$ cat src/rtl/tinker_mem_pkg.sv
// tinker_mem_pkg: shared types and beat counts for the memory arbiter
package tinker_mem_pkg;
  typedef enum logic [1:0] {IDLE, ISSUE, DRAIN, DONE} arb_state_t;
  typedef enum logic {OWN_IF, OWN_LS} owner_t;
  localparam int IF_BEATS_C = 4;
  localparam int LS_BEATS_C = 8;
endpackage

$ cat src/rtl/tinker_rr_arb2.sv
// tinker_rr_arb2: two-way round-robin pick with registered last grant
module tinker_rr_arb2
  import tinker_mem_pkg::*;
(
  input  logic clk,
  input  logic reset,
  input  logic en,
  input  logic req_if,
  input  logic req_ls,
  output logic gnt_if,
  output logic gnt_ls
);
  owner_t last_q, last_d;
  always_comb begin
    gnt_ls = en && req_ls && (!req_if || last_q == OWN_IF);
    gnt_if = en && req_if && !gnt_ls;
    last_d = gnt_ls ? OWN_LS : gnt_if ? OWN_IF : last_q;
  end
  always_ff @(posedge clk)
    if (!reset) last_q <= OWN_IF;
    else last_q <= last_d;
endmodule

$ cat src/rtl/tinker_mem_arbiter.sv
// tinker_mem_arbiter: serialises fetch and load/store requests onto a byte-wide memory port
module tinker_mem_arbiter
  import tinker_mem_pkg::*;
#(
  parameter int ADDR_W   = 32,
  parameter int IF_BEATS = IF_BEATS_C,
  parameter int LS_BEATS = LS_BEATS_C
) (
  input  logic              clk,
  input  logic              reset,
  input  logic              if_req,
  input  logic [ADDR_W-1:0] if_addr,
  output logic              if_gnt,
  output logic              if_done,
  output logic [31:0]       if_rdata,
  input  logic              ls_req,
  input  logic              ls_we,
  input  logic [ADDR_W-1:0] ls_addr,
  input  logic [63:0]       ls_wdata,
  output logic              ls_gnt,
  output logic              ls_done,
  output logic [63:0]       ls_rdata,
  output logic              mem_en,
  output logic              mem_we,
  output logic [ADDR_W-1:0] mem_addr,
  output logic [7:0]        mem_wdata,
  input  logic [7:0]        mem_rdata
);
  arb_state_t state_q, state_d;
  owner_t owner_q, owner_d;
  logic we_q, we_d, rd_q, rd_d;
  logic [3:0] k_q, k_d, last_k;
  logic [ADDR_W-1:0] base_q, base_d;
  logic [63:0] wdata_q, wdata_d, asm_q, asm_d, ls_rdata_q, ls_rdata_d;
  logic [31:0] if_rdata_q, if_rdata_d;
  logic [7:0] wbyte;
  tinker_rr_arb2 u_arb (
    .clk(clk),
    .reset(reset),
    .en(reset && state_q == IDLE),
    .req_if(if_req),
    .req_ls(ls_req),
    .gnt_if(if_gnt),
    .gnt_ls(ls_gnt)
  );
  always_comb begin
    state_d = state_q;
    owner_d = owner_q;
    we_d = we_q;
    k_d = k_q;
    base_d = base_q;
    wdata_d = wdata_q;
    asm_d = asm_q;
    if_rdata_d = if_rdata_q;
    ls_rdata_d = ls_rdata_q;
    wbyte = '0;
    rd_d = state_q == ISSUE && !we_q;
    last_k = owner_q == OWN_LS ? 4'(LS_BEATS - 1) : 4'(IF_BEATS - 1);
    for (int i = 0; i < 8; i++) begin
      if (rd_q && k_q == 4'(i + 1)) asm_d[63 - 8*i -: 8] = mem_rdata;
      if (k_q[2:0] == 3'(i)) wbyte = wdata_q[63 - 8*i -: 8];
    end
    unique case (state_q)
      IDLE: if (if_gnt || ls_gnt) begin
        owner_d = ls_gnt ? OWN_LS : OWN_IF;
        base_d = ls_gnt ? ls_addr : if_addr;
        we_d = ls_gnt && ls_we;
        wdata_d = ls_wdata;
        k_d = '0;
        state_d = ISSUE;
      end
      ISSUE: begin
        k_d = k_q + 4'd1;
        if (k_q == last_k) state_d = we_q ? DONE : DRAIN;
      end
      DRAIN: begin
        state_d = DONE;
        if (owner_q == OWN_LS) ls_rdata_d = asm_d;
        else if_rdata_d = asm_d[63:32];
      end
      DONE: state_d = IDLE;
    endcase
  end
  always_ff @(posedge clk)
    if (!reset) begin
      state_q <= IDLE;
      owner_q <= OWN_IF;
      we_q <= 1'b0;
      rd_q <= 1'b0;
      k_q <= '0;
      base_q <= '0;
      wdata_q <= '0;
      asm_q <= '0;
      if_rdata_q <= '0;
      ls_rdata_q <= '0;
    end else begin
      state_q <= state_d;
      owner_q <= owner_d;
      we_q <= we_d;
      rd_q <= rd_d;
      k_q <= k_d;
      base_q <= base_d;
      wdata_q <= wdata_d;
      asm_q <= asm_d;
      if_rdata_q <= if_rdata_d;
      ls_rdata_q <= ls_rdata_d;
    end
  assign mem_en = state_q == ISSUE;
  assign mem_we = mem_en && we_q;
  assign mem_addr = mem_en ? base_q + ADDR_W'(k_q) : '0;
  assign mem_wdata = mem_we ? wbyte : '0;
  assign if_done = state_q == DONE && owner_q == OWN_IF;
  assign ls_done = state_q == DONE && owner_q == OWN_LS;
  assign if_rdata = if_rdata_q;
  assign ls_rdata = ls_rdata_q;
endmodule

$ cat config.mk
export PLATFORM = sky130hd
export DESIGN_NAME = tinker_mem_arbiter
export DESIGN_NICKNAME = d
export VERILOG_FILES = /design/src/rtl/tinker_mem_pkg.sv /design/src/rtl/tinker_rr_arb2.sv /design/src/rtl/tinker_mem_arbiter.sv
export SDC_FILE = /design/constraint.sdc
export NUM_CORES = 1
export LEC_CHECK = 0
export ABC_AREA = 0
export BUFFER_PORTS_ARGS = -buffer_cell sky130_fd_sc_hd__buf_2
export CAP_MARGIN = 30
export CORE_ASPECT_RATIO = 1.75
export CORE_MARGIN = 2
export CORE_UTILIZATION = 35
export CTS_BUF_LIST = sky130_fd_sc_hd__clkbuf_16
export DETAILED_ROUTE_END_ITERATION = 10
export GPL_TIMING_DRIVEN = 0
export PLACE_DENSITY = 0.55
export SYNTH_ARGS = -nofsm -noshare
export SYNTH_HDL_FRONTEND = slang
export SYNTH_HIERARCHICAL = 1
export SYNTH_SLANG_ARGS = --single-unit
$ cat constraint.sdc
create_clock -name clk -period 3.7 [get_ports clk]
set_input_delay 0.185 -clock clk [delete_from_list [all_inputs] [get_ports clk]]
set_output_delay 0.185 -clock clk [all_outputs]
set_load 0.005 [all_outputs]
# == Yosys cells after proc, flatten, opt, wreduce, memory -nomap -nowiden ==
# Cells that the tools add are included.
# word_totals
reg_bits,266
inputBits,141
out_inout_bits,142
# classes
addsub,2
n_eq_ne,21
muxes,29
bitwise_logic,2
reduce_logical,32
# op_table
op,n
8-bit two-way mux,17
32-bit two-way mux,2
32-bit by 4-bit adder with 32-bit output,1
1-bit logical AND,18
"4-bit by 3-bit equality test with 1-bit output, second input constant",4
"3-bit equality test, second input constant",4
2-bit AND reduction,5
"4-bit by 2-bit equality test with 1-bit output, second input constant",2
2-bit case mux with 4 select lines,1
4-bit case mux with 2 select lines,1
"3-bit by 2-bit equality test with 1-bit output, second input constant",2
"4-bit by 1-bit adder with 4-bit output, second input constant",1
"2-bit equality test, second input constant",2
"4-bit by 1-bit equality test with 1-bit output, second input constant",1
4-bit by 3-bit equality test with 1-bit output,1
"4-bit equality test, second input constant",1
1-bit two-way mux,4
2-bit two-way mux,2
4-bit two-way mux,1
"2-bit by 1-bit inequality test with 1-bit output, second input constant",2
2-bit nonzero test,2
"3-bit by 1-bit equality test with 1-bit output, second input constant",1
1-bit zero test,3
3-bit zero test,1
other kinds (5),7

# == Depth between registers and ports, before layout ==
# Gate-level depths: netlist of the first run.
# logic_depth
depth_word,10
mapped_depth,12

# == Hierarchy ==
# Netlist of the first run, hierarchy kept.
# modules_own_cells
module,n_inst,cells_per_inst,area_per_inst_um2,seq_area_each_um2
tinker_mem_arbiter,1,1297,11167.0,5305.1
tinker_rr_arb2,1,9,58.8,20.0

# == Least setup slack after synthesis of the first run ==
# No wires, ideal clock.
# synth_timing
path_type,reg-to-reg
start,register state_q[0]
end,register base_q[18]
arrival_time_ps,2565
t_required_ps,3614
path_slack_ps,1050
stages_incl_launch_ff,13
path_buffers,4
cell_sequence,dfxtp_1 inv_1 ha_1 clkbuf_1 and2_1 nand2_1 a21oi_1 clkbuf_1 o21a_1 clkbuf_1 clkbuf_1 nor2_1 a211oi_1
# synth_between
elab_chain_len,8
# synth_lines
element,line,text
"start, declared",tinker_mem_arbiter.sv:29,"arb_state_t state_q, state_d;"
"start signal, assigned",tinker_mem_arbiter.sv:97,state_q <= state_d;
2-bit zero test *,tinker_mem_arbiter.sv:40,".en(reset && state_q == IDLE),"
1-bit logical AND *,tinker_mem_arbiter.sv:40,
1-bit logical AND * (2 in series),tinker_rr_arb2.sv:15,gnt_ls = en && req_ls && (!req_if || last_q == OWN_IF);
via ls_gnt,tinker_mem_arbiter.sv:20,"output logic ls_gnt,"
1-bit zero test,tinker_rr_arb2.sv:16,gnt_if = en && req_if && !gnt_ls;
1-bit logical AND,tinker_rr_arb2.sv:16,
1-bit logical OR,tinker_mem_arbiter.sv:64,IDLE: if (if_gnt || ls_gnt) begin
2-bit AND reduction (no source line),--,
"end signal, assigned",tinker_mem_arbiter.sv:102,base_q <= base_d;
"end, declared",tinker_mem_arbiter.sv:33,"logic [ADDR_W-1:0] base_q, base_d;"
# The timed path passes the listed nets; every way through them passes the cells marked *.
# A chain may end at the register's enable or synchronous reset.

# == Worst setup path after layout of the first run ==
# layout_timing
start,register k_q[1]
end,output port mem_addr[25]
# layout_between
elab_chain_len,2
# layout_lines
element,line,text
"start, declared",tinker_mem_arbiter.sv:32,"logic [3:0] k_q, k_d, last_k;"
"start signal, assigned",tinker_mem_arbiter.sv:101,k_q <= k_d;
32-bit by 4-bit adder with 32-bit output,tinker_mem_arbiter.sv:110,assign mem_addr = mem_en ? base_q + ADDR_W'(k_q) : '0;
32-bit two-way mux,tinker_mem_arbiter.sv:110,
"end, declared",tinker_mem_arbiter.sv:25,"output logic [ADDR_W-1:0] mem_addr,"
# No other way between the ends.

==> run_results.csv, run 1 <==
group,metric,value,unit
setup_path,cp-start-kind,"flip-flop",
floorplanning,die_h,241,um
synthesis,synth_seq_cells,266,
sta,drv_slew,0,
routing,drt-total-wl,39300,um
synthesis,async_flop_share,0,%
global_route,grt_max_degree,15,
cts,cts_tree,"yes",
final_layout,final_nets,1859,
synthesis,synth_edf_count,0,
setup_path,critical_path_class,"reg -> out",
global_route,antenna_found_initial,0,
sta,final-setup-viol-count,0,
floorplanning,dieArea,0.0336,mm^2
setup_path,worstReg2RegStart,"state_q[0]",
sta,max_freq,0.283,GHz
power,cellPowerDensity,542,mW/mm^2
synthesis,seq_area_frac_synth,47.4,%
cts,htree_levels,1,
floorplanning,start_util,35.6,%
final_layout,drive_gt1_share,19.5,%
place,gp_congestion,0.848,
floorplanning,die_w,139,um
global_route,grt_pass1_wl,60300,um
synthesis,ys_types,48,
synthesis,netlist_area,0.0112,mm^2
setup_path,critPathMaxFanout,10,
setup_path,worst-r2r-cell-count,12,
final_layout,utilization,47.1,%
place,hpwlAfterDp,29200,um
routing,drtIter0Drc,544,
routing,wl_per_cell,18.6,um
global_route,track_usage,22.7,%
setup_path,worstSetupEndpointType,"output port",
setup_path,r2r_end,"wdata_q[12]",
final_layout,syn_to_final_growth,32.4,%
hold_path,min_path_cells,3,
global_route,overflow,0,
routing,dr.pass1.iters,4,
synthesis,yosysTopAreaCell,"dfxtp_1",
power,ir_drop,0.394,mV
place,portBuffers,274,
hold_path,hold_end,"base_q[20]",
synthesis,synth_top_area_share,47.4,%
sta,hold-worst-slack,0.0147,ns
sta,postLayoutSetupSlackWorst,0.171,ns
synthesis,syn_avg_cell_area,8.60,um^2
synthesis,ys.flop_type,"dfxtp_1",
routing,ant_nets,0,
setup_path,crit_arrival,3.34,ns
sta,period_minus_slack,3.53,ns
power,power.leakage,6.03,nW
sta,worst_pin_slew,0.895,ns
routing,via_per_inst,5.15,
hold_path,hold_start,"ls_addr[20]",
setup_path,r2r_slack,0.49,ns
place,pre_cts_slack,-0.193,ns
synthesis,ys.warnings.count,6,
final_layout,final_cell_mix,"279 x buf_2, 266 x dfxtp_1, 218 x nor2_1",
synthesis,ys_top_cells_by_area,"dfxtp_1 47%, mux2i_1 9.1%, a211oi_1 8.7%, nor2_1 7.3%, nand2_1 5.6%",
routing,drc,0,
floorplanning,core,0.0315,mm^2
global_route,grt_pass1_vias,10900,
sta,final.setup.tns,0,ns
setup_path,critPathLaunch,"k_q[1]",
floorplanning,rows,86,
final_layout,final_common_cell,"buf_2",
synthesis,synthCells,1306,
sta,finalHoldViolations,0,
cts,clkLatencyLatePin,0.54,ns
floorplanning,ios,283,
job,maxCapViolations,0,
cts,clockRootBuffer,"clkbuf_16",
hold_path,hp-class,"in -> reg",
synthesis,synth_nets,1462,
final_layout,diodes,0,
cts,cts_buffers,26,
routing,num_vias,10900,
sta,finalCritPeriodShare,95.4,%
run_status,status,"finished, final reports clean",
setup_path,cp.required,3.51,ns
cts,cts.sinks,266,
cts,cts_max_path_buffers,3,
cts,path_clk_slew,0.07,ns
final_layout,fill_cells,3133,
sta,relSlewSlack,40.3,%
sta,clock_skew,0.0145,ns
==> worst max-delay path, stage by stage (launching register included) <==
cell and delay (ns):
dfxtp_1 0.51, ha_1 0.29, a21o_1 0.17, a31oi_1 0.34, clkbuf_1 0.50, clkbuf_1 0.42, o311ai_0 0.20, o41ai_1 0.16
buf_2 0.22
==> worst max-delay path by stage <==
stage	end	slack (ns)	depth (start not counted)
after floorplan	base_q[18]	1.05	12
after global placement	base_q[30]	-0.15	12
after detailed placement	base_q[30]	-0.19	12
after CTS	mem_wdata[2]	0.001	10
after global routing	mem_wdata[2]	-0.007	10
final	mem_addr[25]	0.17	8
==> power breakdown <==
part	internal (mW)	leakage (nW)	switching, mW
registers	3.25	2.16	0.327
logic	0.762	3.46	1.17
clock network	1.39	0.415	1.16
total	5.40	6.03	2.66
==> through the flow <==
stage	instance area [um^2]	power, mW	instances
detailed placement	13100	5.51	1976
global route	14900	8.51	2117
finish	14900	8.06	2117
CTS	14800	8.14	2115
global placement	13100	5.46	1976
floorplan	11200	4.73	1306
==> synthesized netlist by cell type (all sizes together), types with 14 or more instances <==
library cell,n
clkbuf,101
inv,20
ha,14
nor2,218
nand2,166
dfxtp,266
o221ai,16
a211oi,130
a21oi,114
or4,15
mux2i,102
==> what timing repair did <==
item | 4_1_cts | 5_1_grt
gates resized for setup | 5 | 7
endpoints found under the setup margin | 95 | 104
hold buffers | 94 | 0
buffers inserted | 0 | 2
hold endpoints to repair | 82 | 0
gates cloned | 0 | 0
==> registers in the layout, indices dropped and copies added, names as in the netlist <==
name / cells
asm_q: 64
ls_rdata: 64
wdata_q: 64
base_q: 32
if_rdata: 32
k_q: 4
state_q: 2
owner_q: 1
rd_q: 1
u_arb/last_q: 1
we_q: 1
==> cell type report <==
class | instances | area [um^2] | area share [%]
sequential | 266 | 5330 | 35.8
multi-input combinational | 904 | 5390 | 36.2
inverter | 22 | 86.3 | 0.581
timing repair buffer | 370 | 2330 | 15.7
buffer | 113 | 447 | 3.01
clock inverter | 19 | 121 | 0.817
tap | 396 | 495 | 3.33
clock buffer | 27 | 676 | 4.55
==> kinds of logic (layout without fill, tap and decap cells) <==
family                     count (synthesis)  after routing  synth area share [%]
xor gates and xnor gates                   8              8                 0.624
adders and majority gates                 15             15                  1.74
AOI/OAI and AO/OA                        300            300                  17.7
muxes                                    103            103                  9.20
and+or+nand+nor                          478            478                  18.7
buffers and inverters                    136            551                  4.67
DFF                                      266            266                  47.4
==> per-layer routing <==
metal  global-route usage (%)  wire, um
met4                     9.37      1560
met5                        0         0
met2                     44.0     21100
met1                     24.5     14900
met3                     3.08      1740
(Power assumes the default switching activity.)
==> inputs of run 2 (changes only) <==
Clock period 3.7 ns to 4.4 ns, I/O delays scaled along.
==> run 2 against run 1 <==
- cell area decreased by 2.0%
- worst hold slack improved by 0.014 ns
- final cell count decreased by 1.3%
- core utilization decreased by 0.93 points
- count of clock-buffer cells in the layout unchanged
- sequential power decreased by 16%
==> run_results.csv, run 2 (synthesis gave the netlist of run 1 again) <==
group,metric,value,unit
run_status,status,"finished, final reports clean",
hold_path,hp-class,"in -> reg",
power,power.leakage,5.90,nW
routing,num_vias,10800,
power,ir_drop,0.332,mV
setup_path,cp-start-kind,"flip-flop",
power,switching_share,33.0,%
final_layout,syn_to_final_growth,29.8,%
place,hpwlAfterDp,29200,um
sta,max_freq,0.244,GHz
routing,drt-total-wl,39000,um
floorplanning,dieArea,0.0336,mm^2
power,cellPowerDensity,464,mW/mm^2
sta,clock_skew,0.0149,ns
floorplanning,die_w,139,um
cts,cts_setup_buffers,0,
sta,drv_slew,0,
setup_path,crit_arrival,3.87,ns
setup_path,cp.required,4.18,ns
global_route,overflow,0,
power,p_int,4.53,mW
floorplanning,start_util,35.6,%
global_route,track_usage,22.5,%
cts,clkLatencyLatePin,0.54,ns
place,dp.cells,1976,
floorplanning,core,0.0315,mm^2
final_layout,final_nets,1832,
cts,cts_max_path_buffers,3,
routing,dr.pass1.iters,4,
cts,path_clk_slew,0.06,ns
routing,wl_per_cell,18.7,um
sta,finalCritPeriodShare,93.0,%
routing,drtIter0Drc,537,
setup_path,critPathMaxFanout,10,
global_route,grt_pass1_vias,10800,
sta,finalHoldViolations,0,
routing,drc,0,
final_layout,fin_area,0.0146,mm^2
power,power_frac_seq,44.5,%
sta,rsz0062_at_grt,"no",
setup_path,critical_path_class,"reg -> out",
cts,cts_resized,0,
final_layout,final_common_cell,"buf_2",
place,portBuffers,274,
sta,final.setup.tns,0,ns
setup_path,r2r_slack,0.58,ns
setup_path,cp_top_family,"buffers and inverters",
cts,clockRootBuffer,"clkbuf_16",
setup_path,crit_path_frequent_cell,"clkbuf_1",
final_layout,fill_cells,3166,
cts,cts.sinks,266,
routing,ant_nets,0,
floorplanning,rows,86,
global_route,grt_pass1_wl,59700,um
final_layout,drive_gt1_share,19.2,%
global_route,antenna_found_initial,0,
place,gp_congestion,0.848,
final_layout,final_cell_mix,"279 x buf_2, 266 x dfxtp_1, 218 x nor2_1",
cts,htree_levels,1,
setup_path,critPathBufInv,6,
power,power_frac_clock,31.7,%
setup_path,critPathMaxStageDelay,0.48,ns
final_layout,utilization,46.2,%
setup_path,crit_slowest_cell,"clkbuf_1",
final_layout,diodes,0,
floorplanning,ios,283,
cts,cts_tree,"yes",
setup_path,worstSetupEndpointType,"output port",
setup_path,crit_path_cell_trace,"clkbuf_1 > inv_1 > clkbuf_1 > ha_1 > clkbuf_1 > or2_2 > clkbuf_1 > a221oi_1 > o221ai_1 > a21oi_1 > buf_2",
final_layout,finalNonFillerCells,2090,
cts,cts_buffers,26,
sta,final-setup-viol-count,0,
job,maxCapViolations,0,
sta,hold-worst-slack,0.0286,ns
power,p_sw,2.23,mW
sta,worst_pin_slew,0.893,ns
cts,cts.hold.buffers_added,68,
global_route,grt_max_degree,15,
power,power_frac_comb,23.8,%
sta,period_minus_slack,4.09,ns
sta,relSlewSlack,40.5,%
floorplanning,die_h,241,um
place,placed_area,0.0131,mm^2
routing,via_per_inst,5.16,
## run 2: cell count changes in the layout (fill, tap and decap cells not counted)
| cell | previous run | this run |
|---|---|---|
| inv_1 | 23 | 24 |
| clkbuf_2 | 4 | 0 |
| dlygate4sd3_1 | 94 | 68 |
| a211oi_2 | 1 | 0 |
| a21oi_2 | 1 | 0 |
| a211oi_1 | 129 | 130 |
| clkinvlp_4 | 1 | 0 |
| buf_4 | 2 | 0 |
| clkbuf_1 | 95 | 101 |
| a21oi_1 | 113 | 114 |
| clkbuf_4 | 1 | 0 |
## run 2: stage by stage
stage                     power [mW]  worst slack [ns]
final                           6.76             0.308
after detailed placement        4.63             0.507
after CTS                       6.83             0.239
after floorplan                 3.98              1.75
after global routing            7.13           0.00519
after global placement          4.60             0.549
## run 2: tightest hold or removal path, stage by stage
cell      delay [ns]
buf_2           0.10
mux2i_1         0.12
a211oi_1        0.08
## run 2: path summary, 6_finish.rpt
path | startpoint | end | cells past startpoint
worst max-delay path | k_q[2] | mem_wdata[4] | 11
worst min-delay path | if_addr[12] | base_q[12] | 3
worst min register to register | we_q | rd_q | 1
worst max register to register | state_q[0] | base_q[30] | 12
## run 2: layout make-up
class | count | area (um^2) | area share (%)
tap | 396 | 495 | 3.40
clock inverter | 19 | 121 | 0.833
timing repair buffer | 342 | 2050 | 14.1
sequential | 266 | 5330 | 36.5
buffer | 114 | 442 | 3.03
inverter | 22 | 82.6 | 0.567
multi-input combinational | 904 | 5380 | 36.9
clock buffer | 27 | 676 | 4.64
## run 2: per-layer routing
layer | share of wire, % | up-vias | track usage (%) | wire length (um)
met5 | 0 | - | 0 | 0
met4 | 4.1 | 0 | 9.52 | 1600
met3 | 4.4 | 86 | 3.06 | 1710
met2 | 53 | 299 | 43.4 | 20800
met1 | 38 | 5056 | 24.3 | 14900
li1 | - | 5333 | - | -
## run 2: power by group through the flow
stage | combinational (mW) | sequential, mW | clock [mW]
after floorplan | 1.00 | 2.98 | 0
after global placement | 1.55 | 3.05 | 0
after detailed placement | 1.57 | 3.06 | 0
after CTS | 1.63 | 3.01 | 2.19
after global routing | 1.82 | 3.04 | 2.27
final | 1.60 | 3.01 | 2.14
==> inputs of run 3 (changes only) <==
Settings changed: CTS_BUF_LIST sky130_fd_sc_hd__clkbuf_16 to sky130_fd_sc_hd__clkbuf_8 sky130_fd_sc_hd__clkbuf_16.
==> run 3 against run 2 <==
- count of clock-buffer cells in the layout up 4
- highest routed layer unchanged
- largest power group unchanged
- largest cell class unchanged
- register-to-register slack hardly changed
- global-route usage down 0.060 points
- clock power up 4%
- worst hold slack about the same
- clock skew rose by 0.00082 ns
==> run_results.csv, run 3 (synthesis gave the netlist of run 1 again) <==
group,metric,value,unit
run_status,status,"finished, final reports clean",
cts,cts_resized,0,
floorplanning,dieArea,0.0336,mm^2
power,power.leakage,5.92,nW
sta,drv_slew,0,
place,pre_cts_slack,0.507,ns
hold_path,min_path_cells,3,
setup_path,cp.required,4.18,ns
setup_path,cp-start-kind,"flip-flop",
sta,final.setup.tns,0,ns
cts,cts_tree,"yes",
cts,cts.sinks,266,
floorplanning,ios,283,
place,hpwlAfterDp,29200,um
global_route,track_usage,22.4,%
power,p_int,4.60,mW
floorplanning,die_h,241,um
hold_path,hold_start,"if_addr[12]",
sta,relSlewSlack,41.5,%
job,maxCapViolations,0,
cts,clkLatencyLatePin,0.54,ns
cts,path_clk_slew,0.06,ns
final_layout,diodes,0,
routing,via_per_inst,5.13,
setup_path,r2r_end,"base_q[30]",
setup_path,r2r_slack,0.57,ns
setup_path,worstSetupEndpointType,"output port",
sta,finalHoldViolations,0,
power,switching_share,32.7,%
final_layout,final_cell_mix,"279 x buf_2, 266 x dfxtp_1, 218 x nor2_1",
cts,cts_buffers,26,
floorplanning,start_util,35.6,%
final_layout,final_common_cell,"buf_2",
sta,clock_skew,0.0157,ns
final_layout,drive_gt1_share,19.5,%
routing,drt-total-wl,38900,um
setup_path,worstReg2RegStart,"state_q[0]",
cts,cts_max_path_buffers,3,
power,p_sw,2.23,mW
final_layout,final_nets,1832,
floorplanning,die_w,139,um
cts,clockRootBuffer,"clkbuf_16",
routing,wl_per_cell,18.6,um
power,power_frac_clock,32.4,%
power,cellPowerDensity,467,mW/mm^2
cts,htree_levels,1,
final_layout,utilization,46.3,%
final_layout,syn_to_final_growth,30.1,%
routing,drc,0,
global_route,antenna_found_initial,0,
final_layout,fin_area,0.0146,mm^2
floorplanning,rows,86,
routing,num_vias,10700,
power,power_frac_comb,23.5,%
sta,rsz0062_at_grt,"no",
global_route,overflow,0,
sta,worst_pin_slew,0.878,ns
setup_path,critPathMaxFanout,10,
sta,finalCritPeriodShare,93.3,%
global_route,grt_pass1_wl,59600,um
global_route,grt_max_degree,15,
routing,drtIter0Drc,523,
setup_path,worst-r2r-cell-count,12,
floorplanning,core,0.0315,mm^2
global_route,grt_pass1_vias,10700,
cts,cts_setup_buffers,0,
place,portBuffers,274,
routing,ant_nets,0,
power,ir_drop,0.332,mV
sta,max_freq,0.244,GHz
hold_path,hp-class,"in -> reg",
place,placed_area,0.0131,mm^2
place,gp_congestion,0.848,
routing,dr.pass1.iters,4,
setup_path,critical_path_class,"reg -> out",
hold_path,hold_end,"base_q[12]",
sta,period_minus_slack,4.11,ns
power,power.total,6.83,mW
setup_path,crit_arrival,3.89,ns
sta,final-setup-viol-count,0,
power,power_frac_seq,44.0,%
sta,postLayoutSetupSlackWorst,0.295,ns
-- run 3: area by class of cell --
| type | instances | area, um^2 |
|---|---|---|
| Fill cell | 3156 | 16900 |
| Timing Repair Buffer | 342 | 2050 |
| Sequential cell | 266 | 5330 |
| Multi-Input combinational cell | 904 | 5380 |
| Buffer | 114 | 442 |
| Inverter | 22 | 82.6 |
| Clock buffer | 31 | 731 |
| Tap cell | 396 | 495 |
| Clock inverter | 15 | 106 |
-- run 3: worst max path at each step --
| stage | start | to | slack, ns | cells after the start |
|---|---|---|---|---|
| global route | k_q[2] | mem_wdata[4] | 0.02 | 11 |
| floorplan | state_q[0] | base_q[18] | 1.75 | 12 |
| CTS | k_q[2] | mem_wdata[2] | 0.24 | 11 |
| detailed placement | state_q[0] | base_q[30] | 0.51 | 12 |
| finish | k_q[2] | mem_wdata[4] | 0.29 | 11 |
| global placement | state_q[0] | base_q[30] | 0.55 | 12 |
-- run 3: worst max-delay path, cell delays in order (launching register included) --
cell	delay [ns]
dfxtp_1	0.42
clkbuf_1	0.47
inv_1	0.19
clkbuf_1	0.27
ha_1	0.26
clkbuf_1	0.20
or2_2	0.33
clkbuf_1	0.20
a221oi_1	0.30
o221ai_1	0.21
a21oi_1	0.31
buf_2	0.18
-- run 3: metal layers --
metal / up-vias / wire, um / share of wire [%] / track usage (%)
li1: 5335 / - / - / -
met1: 5040 / 14900 / 38 / 24.3
met2: 271 / 21000 / 54 / 43.8
met3: 75 / 1670 / 4.3 / 3.00
met4: 0 / 1300 / 3.3 / 8.39
met5: - / 0 / 0 / 0
-- run 3: power by group through the flow --
stage | registers [mW] | logic [mW] | clock network [mW]
after detailed placement | 3.06 | 1.57 | 0
final | 3.01 | 1.60 | 2.22
after floorplan | 2.98 | 1.00 | 0
after CTS | 3.01 | 1.63 | 2.26
after global placement | 3.05 | 1.55 | 0
after global routing | 3.04 | 1.82 | 2.34
-- run 3: metrics by stage --
step                cells  hold slack [ns]
finish               2090           0.0286
CTS                  2090          0.00832
floorplan            1306            0.336
global placement     1976            0.442
detailed placement   1976            0.443
global route         2090           0.0352
-- run 3: repair_timing --
action | in CTS | in global routing
setup endpoints to repair | 0 | 0
hold buffers | 68 | 0
endpoints found under the hold margin | 67 | 0
